File: src/rtl/lfsr_sequencer_pkg.sv
// Shared types and constants for the LFSR pulse/readout sequencer.
// State encoding, latched run configuration and the readout duration helper.
package lfsr_sequencer_pkg;

  localparam int unsigned ITER_W          = 8;
  localparam int unsigned WIDTH_W         = 8;
  localparam int unsigned SHIFT_W         = 9;
  localparam int unsigned TIMER_W         = 13;
  localparam int unsigned SHIFT_CNT_W     = 11;
  localparam int unsigned WORDS_PER_SHIFT = 16;
  localparam int unsigned DEF_TIMEOUT_CYC = 4096;
  localparam int unsigned DEF_SHIFT_GUARD = 20;

  typedef enum logic [3:0] {
    ST_IDLE        = 4'd0,
    ST_CHECK       = 4'd1,
    ST_PULSE_REQ   = 4'd2,
    ST_WAIT_INTEG  = 4'd3,
    ST_INTEG_HI    = 4'd4,
    ST_WAIT_RETIRE = 4'd5,
    ST_SHIFT_REQ   = 4'd6,
    ST_SHIFT_WAIT  = 4'd7,
    ST_NEXT        = 4'd8,
    ST_DONE        = 4'd9,
    ST_ERR         = 4'd10
  } seq_state_e;

  // Run configuration captured when a run starts.
  typedef struct packed {
    logic [ITER_W-1:0]  num_iter;
    logic [WIDTH_W-1:0] integ_width;
    logic               shift_en;
    logic [SHIFT_W-1:0] shift_cycle;
  } seq_cfg_t;

  // Readout duration: two cycles per shift bit, one per readout word, plus guard.
  function automatic logic [SHIFT_CNT_W-1:0] shift_wait_len(
    input logic [SHIFT_W-1:0] shift_cycle,
    input int unsigned        guard
  );
    return SHIFT_CNT_W'({shift_cycle, 1'b0})
         + SHIFT_CNT_W'(WORDS_PER_SHIFT)
         + SHIFT_CNT_W'(guard);
  endfunction

endpackage

File: src/rtl/lfsr_sequencer_timer.sv
// seq_timer: saturating up-timer with timeout flag, or loadable down-counter.
// load wins over clr; dec selects down-counting, otherwise it counts up.
module seq_timer
  import lfsr_sequencer_pkg::*;
#(
  parameter int unsigned W     = TIMER_W,
  parameter int unsigned LIMIT = DEF_TIMEOUT_CYC
) (
  input  logic         clk,
  input  logic         rst_n,
  input  logic         clr,
  input  logic         load,
  input  logic [W-1:0] load_val,
  input  logic         dec,
  output logic [W-1:0] count,
  output logic         timeout_c,
  output logic         last_c
);

  localparam logic [W-1:0] CNT_MAX    = '1;
  localparam logic [W-1:0] TIMEOUT_M1 = W'(LIMIT - 1);

  always_ff @(posedge clk or negedge rst_n) begin
    if (!rst_n) begin
      count <= '0;
    end else if (load) begin
      count <= load_val;
    end else if (clr) begin
      count <= '0;
    end else if (dec) begin
      if (count != '0) count <= count - W'(1);
    end else if (count != CNT_MAX) begin
      count <= count + W'(1);
    end
  end

  // timeout_c: the count reaches LIMIT on this edge.
  assign timeout_c = (count >= TIMEOUT_M1);
  // last_c: a down-count reaches zero on this edge.
  assign last_c    = (count == W'(1));

endmodule

File: src/rtl/lfsr_sequencer.sv
// Iterates pulse trigger, integration handshake, retire wait and optional
// readout against the LFSR controller for a host-programmed number of runs.
module lfsr_sequencer
  import lfsr_sequencer_pkg::*;
#(
  parameter int unsigned TIMEOUT_CYC = DEF_TIMEOUT_CYC,
  parameter int unsigned SHIFT_GUARD = DEF_SHIFT_GUARD
) (
  input  logic               clk,
  input  logic               rst_n,
  input  logic               start,
  input  logic               stop,
  input  logic [ITER_W-1:0]  num_iter,
  input  logic [WIDTH_W-1:0] integ_width,
  input  logic               do_shift,
  input  logic [SHIFT_W-1:0] shift_cycle,
  input  logic               integ_trig,
  input  logic               inf_mode_off,
  output logic               lfsr_pulse_trigger,
  output logic               lfsr_shift_trigger,
  output logic               sw_integ,
  output logic               busy,
  output logic               done,
  output logic               stopped,
  output logic               err,
  output logic [ITER_W-1:0]  iter_count
);

  seq_state_e           state;
  seq_state_e           state_d;
  seq_cfg_t             cfg_q;
  logic                 stop_pending;
  logic                 start_run;

  logic                 tmr_clr;
  logic                 tmr_load;
  logic                 tmr_dec;
  logic [TIMER_W-1:0]   tmr_load_val;
  logic [TIMER_W-1:0]   tmr_count;
  logic                 tmr_timeout_c;
  logic                 tmr_last_c;

  assign start_run    = (state == ST_IDLE) && start;
  assign tmr_load_val = TIMER_W'(shift_wait_len(cfg_q.shift_cycle, SHIFT_GUARD));

  seq_timer #(
    .W     (TIMER_W),
    .LIMIT (TIMEOUT_CYC)
  ) u_timer (
    .clk       (clk),
    .rst_n     (rst_n),
    .clr       (tmr_clr),
    .load      (tmr_load),
    .load_val  (tmr_load_val),
    .dec       (tmr_dec),
    .count     (tmr_count),
    .timeout_c (tmr_timeout_c),
    .last_c    (tmr_last_c)
  );

  // State register.
  always_ff @(posedge clk or negedge rst_n) begin
    if (!rst_n) state <= ST_IDLE;
    else        state <= state_d;
  end

  // Next state and timer control.
  always_comb begin
    state_d  = state;
    tmr_clr  = 1'b0;
    tmr_load = 1'b0;
    tmr_dec  = 1'b0;

    case (state)
      ST_IDLE: begin
        if (start) state_d = ST_CHECK;
      end
      ST_CHECK: begin
        if (stop_pending || (iter_count == cfg_q.num_iter)) state_d = ST_DONE;
        else                                                state_d = ST_PULSE_REQ;
      end
      ST_PULSE_REQ: begin
        state_d = ST_WAIT_INTEG;
      end
      ST_WAIT_INTEG: begin
        if (integ_trig)         state_d = ST_INTEG_HI;
        else if (tmr_timeout_c) state_d = ST_ERR;
      end
      ST_INTEG_HI: begin
        if ((tmr_count + TIMER_W'(1)) == TIMER_W'(cfg_q.integ_width)) state_d = ST_WAIT_RETIRE;
      end
      ST_WAIT_RETIRE: begin
        if (!inf_mode_off)      state_d = cfg_q.shift_en ? ST_SHIFT_REQ : ST_NEXT;
        else if (tmr_timeout_c) state_d = ST_ERR;
      end
      ST_SHIFT_REQ: begin
        state_d = ST_SHIFT_WAIT;
      end
      ST_SHIFT_WAIT: begin
        if (tmr_last_c) state_d = ST_NEXT;
      end
      ST_NEXT: begin
        state_d = ST_CHECK;
      end
      ST_DONE: begin
        state_d = ST_IDLE;
      end
      ST_ERR: begin
        state_d = ST_IDLE;
      end
      default: begin
        state_d = ST_IDLE;
      end
    endcase

    // The readout countdown starts in the trigger cycle and runs on through
    // SHIFT_WAIT, so the next pulse trigger lands exactly duration+2 later.
    tmr_load = (state_d == ST_SHIFT_REQ) && (state != ST_SHIFT_REQ);
    tmr_clr  = (state_d != state) && (state_d != ST_SHIFT_WAIT);
    tmr_dec  = (state == ST_SHIFT_REQ) || (state == ST_SHIFT_WAIT);
  end

  // Registered per-state outputs, decoded from the state being entered.
  always_ff @(posedge clk or negedge rst_n) begin
    if (!rst_n) begin
      lfsr_pulse_trigger <= 1'b0;
      lfsr_shift_trigger <= 1'b0;
      sw_integ           <= 1'b0;
      busy               <= 1'b0;
      done               <= 1'b0;
    end else begin
      lfsr_pulse_trigger <= (state_d == ST_PULSE_REQ);
      lfsr_shift_trigger <= (state_d == ST_SHIFT_REQ);
      sw_integ           <= (state_d == ST_INTEG_HI);
      busy               <= !(state_d inside {ST_IDLE, ST_DONE, ST_ERR});
      done               <= (state_d == ST_DONE);
    end
  end

  // Run configuration, sticky status and iteration count.
  always_ff @(posedge clk or negedge rst_n) begin
    if (!rst_n) begin
      cfg_q        <= '0;
      stop_pending <= 1'b0;
      stopped      <= 1'b0;
      err          <= 1'b0;
      iter_count   <= '0;
    end else if (start_run) begin
      cfg_q.num_iter    <= num_iter;
      cfg_q.integ_width <= (integ_width == '0) ? WIDTH_W'(1) : integ_width;
      cfg_q.shift_en    <= do_shift && (shift_cycle != '0);
      cfg_q.shift_cycle <= shift_cycle;
      stop_pending      <= stop;
      stopped           <= 1'b0;
      err               <= 1'b0;
      iter_count        <= '0;
    end else begin
      if ((state != ST_IDLE) && stop)         stop_pending <= 1'b1;
      if ((state == ST_CHECK) && stop_pending) stopped     <= 1'b1;
      if (state == ST_NEXT)                   iter_count   <= iter_count + ITER_W'(1);
      if (state_d == ST_ERR)                  err          <= 1'b1;
    end
  end

endmodule

File: config.mk
export PLATFORM = sky130hd
export DESIGN_NAME = lfsr_sequencer
export DESIGN_NICKNAME = d
export VERILOG_FILES = /design/src/rtl/lfsr_sequencer_pkg.sv /design/src/rtl/lfsr_sequencer_timer.sv /design/src/rtl/lfsr_sequencer.sv
export SDC_FILE = /design/constraint.sdc
export NUM_CORES = 1
export LEC_CHECK = 0
export BUFFER_PORTS_ARGS = -buffer_cell sky130_fd_sc_hd__buf_2
export CAP_MARGIN = 0
export CORE_MARGIN = 2
export CORE_UTILIZATION = 29
export CTS_CLUSTER_SIZE = 30
export DETAILED_ROUTE_END_ITERATION = 8
export PLACE_DENSITY = 0.51
export SYNTH_ARGS = -nofsm -noshare
export SYNTH_HDL_FRONTEND = slang
export SYNTH_SLANG_ARGS = --single-unit
File: constraint.sdc
create_clock -name clk -period 6.9 [get_ports clk]
set_input_delay 1.38 -clock clk [delete_from_list [all_inputs] [get_ports clk]]
set_output_delay 1.38 -clock clk [all_outputs]
set_load 0.05 [all_outputs]
==> flow_summary_export.csv <==
group,metric,value,unit
outcome,status,"complete, no violations",
clock_tree,htreeDepth,3,
global_route,grt_pass1_vias,3085,
clock_tree,clock_sinks,59,
finish,layout-drive-gt1-share,16.85,%
finish,nets,496,
worst_setup_path,worstPathMaxFanout,16,
min_path,min_path_type,"reg -> reg",
global_route,grt_pass1_wl,15540,µm
synth,synth_ff_type,"dfrtp_1",
synth,synth-edff-count,0,
min_path,hold-path-endpoint,"cfg_q[0]",
floorplanning,die_x,114.5,µm
pwr,netSwitchingPower,0.8781,mW
synth,yosysSeqAreaShare,41.70,%
worst_setup_path,critical_path_class,"in -> reg",
global_route,antenna_found_initial,0,
floorplanning,die_h,114.5,µm
timing,period_share,52.38,%
global_route,grt_use_total,15.01,%
pwr,power_frac_clock,20.8,%
timing,finalHoldWorstSlack,487.2,ps
synth,synthesis.instances,421,
clock_tree,clk_pin_slew,50,ps
detailed_routing,drt-wirelength-per-cell,14.74,µm
timing,finalSetupTns,0,ps
pwr,total_leakage_power,1.929,nW
worst_setup_path,crit_arrival,3790,ps
synth,ys_ff_latch,59,
pwr,swShare,44.50,%
synth,synth_area_leaders,"dfrtp_1 42%, nand2_1 11%, xnor2_1 5.9%, nor2_1 3.5%, xor2_1 3.2%",
clock_tree,cts_tree,"built",
clock_tree,ctsHoldBuffers,0,
finish,area_delta_synth_final,17.46,%
detailed_routing,dr.first_iter.drc_count,128,
synth,syn_area,0.003541,mm²
clock_tree,clkLatencyLatePin,330,ps
pwr,max-vdd-ir-drop,0.1238,mV
synth,async_reset_ff_share,100.0,%
clock_tree,ctsRootBufferMaster,"clkbuf_16",
flow_run,maxCapViolCount,0,
global_route,grt_max_degree,60,
pwr,intPower,1.095,mW
synth,synth_top_area_share,41.70,%
timing,fin_skew,6.377,ps
place,gp_congestion,0.8891,
floorplanning,initial_core_util,29.60,%
worst_setup_path,timing.rr.start,"u_timer.count[0]",
timing,fmax,276.7,MHz
timing,hold_viol,0,
global_route,grt-ovfl-total,0,
timing,rsz0062_at_grt,"no",
synth,avgSynthCellArea,8.411,µm²
detailed_routing,drc,0,
clock_tree,cts_buffers,9,
synth,ys_types,57,
worst_setup_path,reg2reg_slack,3710,ps
synth,synth_nets,459,
clock_tree,cts_buffer_depth,2,
min_path,holdPathStages,2,
clock_tree,cts_resized,0,
worst_setup_path,crit_path_end_kind,"register",
place,placed_cells,594,
synth,yosysWarnings,0,
worst_setup_path,worstReg2RegEnd,"u_timer.count[8]",
pwr,power_density,474.4,mW/mm²
pwr,total_power,1.973,mW
pwr,p_comb_share,45.0,%
floorplanning,core,0.01196,mm²
timing,fin_crit,3614,ps
place,place_ws,2958,ps
worst_setup_path,worstSetupStartpointType,"primary input",
finish,antennaDiodeCount,0,
timing,layout_setup_ws,3286,ps
min_path,min_from,"cfg_q[0]",
timing,setup_violations,0,
detailed_routing,vias,3072,
synth,yosysTopAreaCell,"dfrtp_1",
finish,final_cells,610,
detailed_routing,viasPerCell,5.036,
floorplanning,rows,40,
timing,relSlewSlack,36.49,%
worst_setup_path,r2r_cells,9,
pwr,power_frac_seq,34.2,%
worst_setup_path,crit_required,7080,ps
detailed_routing,drt-total-wl,8994,µm
detailed_routing,firstDrtPassIters,5,
place,dp_hpwl,6793,µm
place,io_buffers,46,
floorplanning,die_area,0.01311,mm²
timing,slew_viol_final,0,
clock_tree,cts_setup_buffers,0,
detailed_routing,ant_nets,0,
floorplanning,io_pins,47,
timing,worst_slew_pin_slew,950.3,ps
## worst max-delay path, stage by stage
cell and delay [ps]:
buf_2 110, nand2b_1 120, or4b_1 470, clkinv_1 470, nor4_4 400, inv_1 100
o211a_1 160, o31ai_4 420, o22ai_1 170
## Yosys cell counts (all sizes together) (2+ instances only)
| library cell | number |
|---|---|
| o211a | 2 |
| o41ai | 2 |
| nand2b | 2 |
| dfrtp | 59 |
| buf | 9 |
| nand2 | 100 |
| nor4 | 11 |
| and4b | 2 |
| clkbuf | 14 |
| a21o | 2 |
| ha | 6 |
| nand3 | 9 |
| o22ai | 7 |
| a211oi | 5 |
| nor3b | 3 |
| nand4 | 12 |
| nor2b | 5 |
| xnor2 | 24 |
| a41oi | 2 |
| nor3 | 12 |
| o31ai | 2 |
| o2111ai | 2 |
| and2 | 2 |
| a31oi | 4 |
| nor2 | 33 |
| and3 | 7 |
| o21a | 2 |
| xor2 | 13 |
| a21oi | 20 |
| inv | 14 |
| o21ai | 16 |
## through the flow
stage          util [%]  area (µm²)
2_1_floorplan         -        3541
3_3_place_gp      32.43        3879
3_5_place_dp      32.43        3879
4_1_cts           34.77        4159
5_1_grt           34.77        4159
6_report          34.77        4159
## layout by cell type (no fill, tap or decap), drive strengths merged, types with 2 or more instances in the layout
cell type  instances
nor4              11
dfrtp             59
nor2b              5
o22ai              7
nand3              9
o31ai              2
nor2              33
a211oi             5
nand4             12
o21ai             16
o211a              2
nor3b              3
a31oi              4
xnor2             24
and4b              2
o21a               2
clkbuf            11
xor2              13
and3               7
o2111ai            2
buf               49
o41ai              2
nand2            100
and2               2
a21o               2
a41oi              2
clkinv             5
nor3              12
nand2b             2
ha                 6
a21oi             20
inv               14
## worst max-delay path by stage
stage	startpoint	end	slack [ps]	depth (start not counted)
after global routing	inf_mode_off	u_timer.count[5]	3010	9
after detailed placement	inf_mode_off	u_timer.count[8]	2960	9
after floorplan	integ_trig	u_timer.count[2]	3820	6
after CTS	inf_mode_off	u_timer.count[8]	3300	9
after global placement	inf_mode_off	u_timer.count[8]	3000	9
final	inf_mode_off	u_timer.count[8]	3290	9
## kinds of logic after synthesis
logic type	share of synthesized area (%)
compound gates	14.28
mux	0.6007
fa+ha+maj	2.120
simple gates	27.77
buf+inv	4.381
flops	41.70
xor+xnor	9.152
## cell type report
type | instances | area (µm²)
clock inverters | 5 | 27.53
well taps | 147 | 183.9
repair buffers | 49 | 252.7
inverters | 15 | 56.30
fillers | 1245 | 7802
clock buffers | 11 | 252.7
flip-flops and latches | 59 | 1476
multi-input cells | 324 | 1909
## power by group through the flow
stage	registers (mW)	logic, mW	clock network (mW)
global placement	0.678	0.875	0
floorplan	0.641	0.709	0
global route	0.702	1.01	0.433
finish	0.675	0.888	0.410
CTS	0.675	0.894	0.421
detailed placement	0.680	0.889	0
## layer usage
layer,wire length [µm],share of wire [%],vias to the layer above,track usage (%)
met1,4533,50,1455,21.18
met5,0,0,-,0
met3,351,3.9,16,2.806
li1,-,-,1531,-
met4,188,2.1,0,6.992
met2,3921,44,70,22.13
## registers in the layout (all words and copies together) (netlist names)
| name | cells |
|---|---|
| cfg_q | 26 |
| u_timer.count | 13 |
| iter_count | 8 |
| state | 4 |
| busy | 1 |
| done | 1 |
| err | 1 |
| lfsr_pulse_trigger | 1 |
| lfsr_shift_trigger | 1 |
| stop_pending | 1 |
| stopped | 1 |
| sw_integ | 1 |
Power figures use the tool's default switching activity.
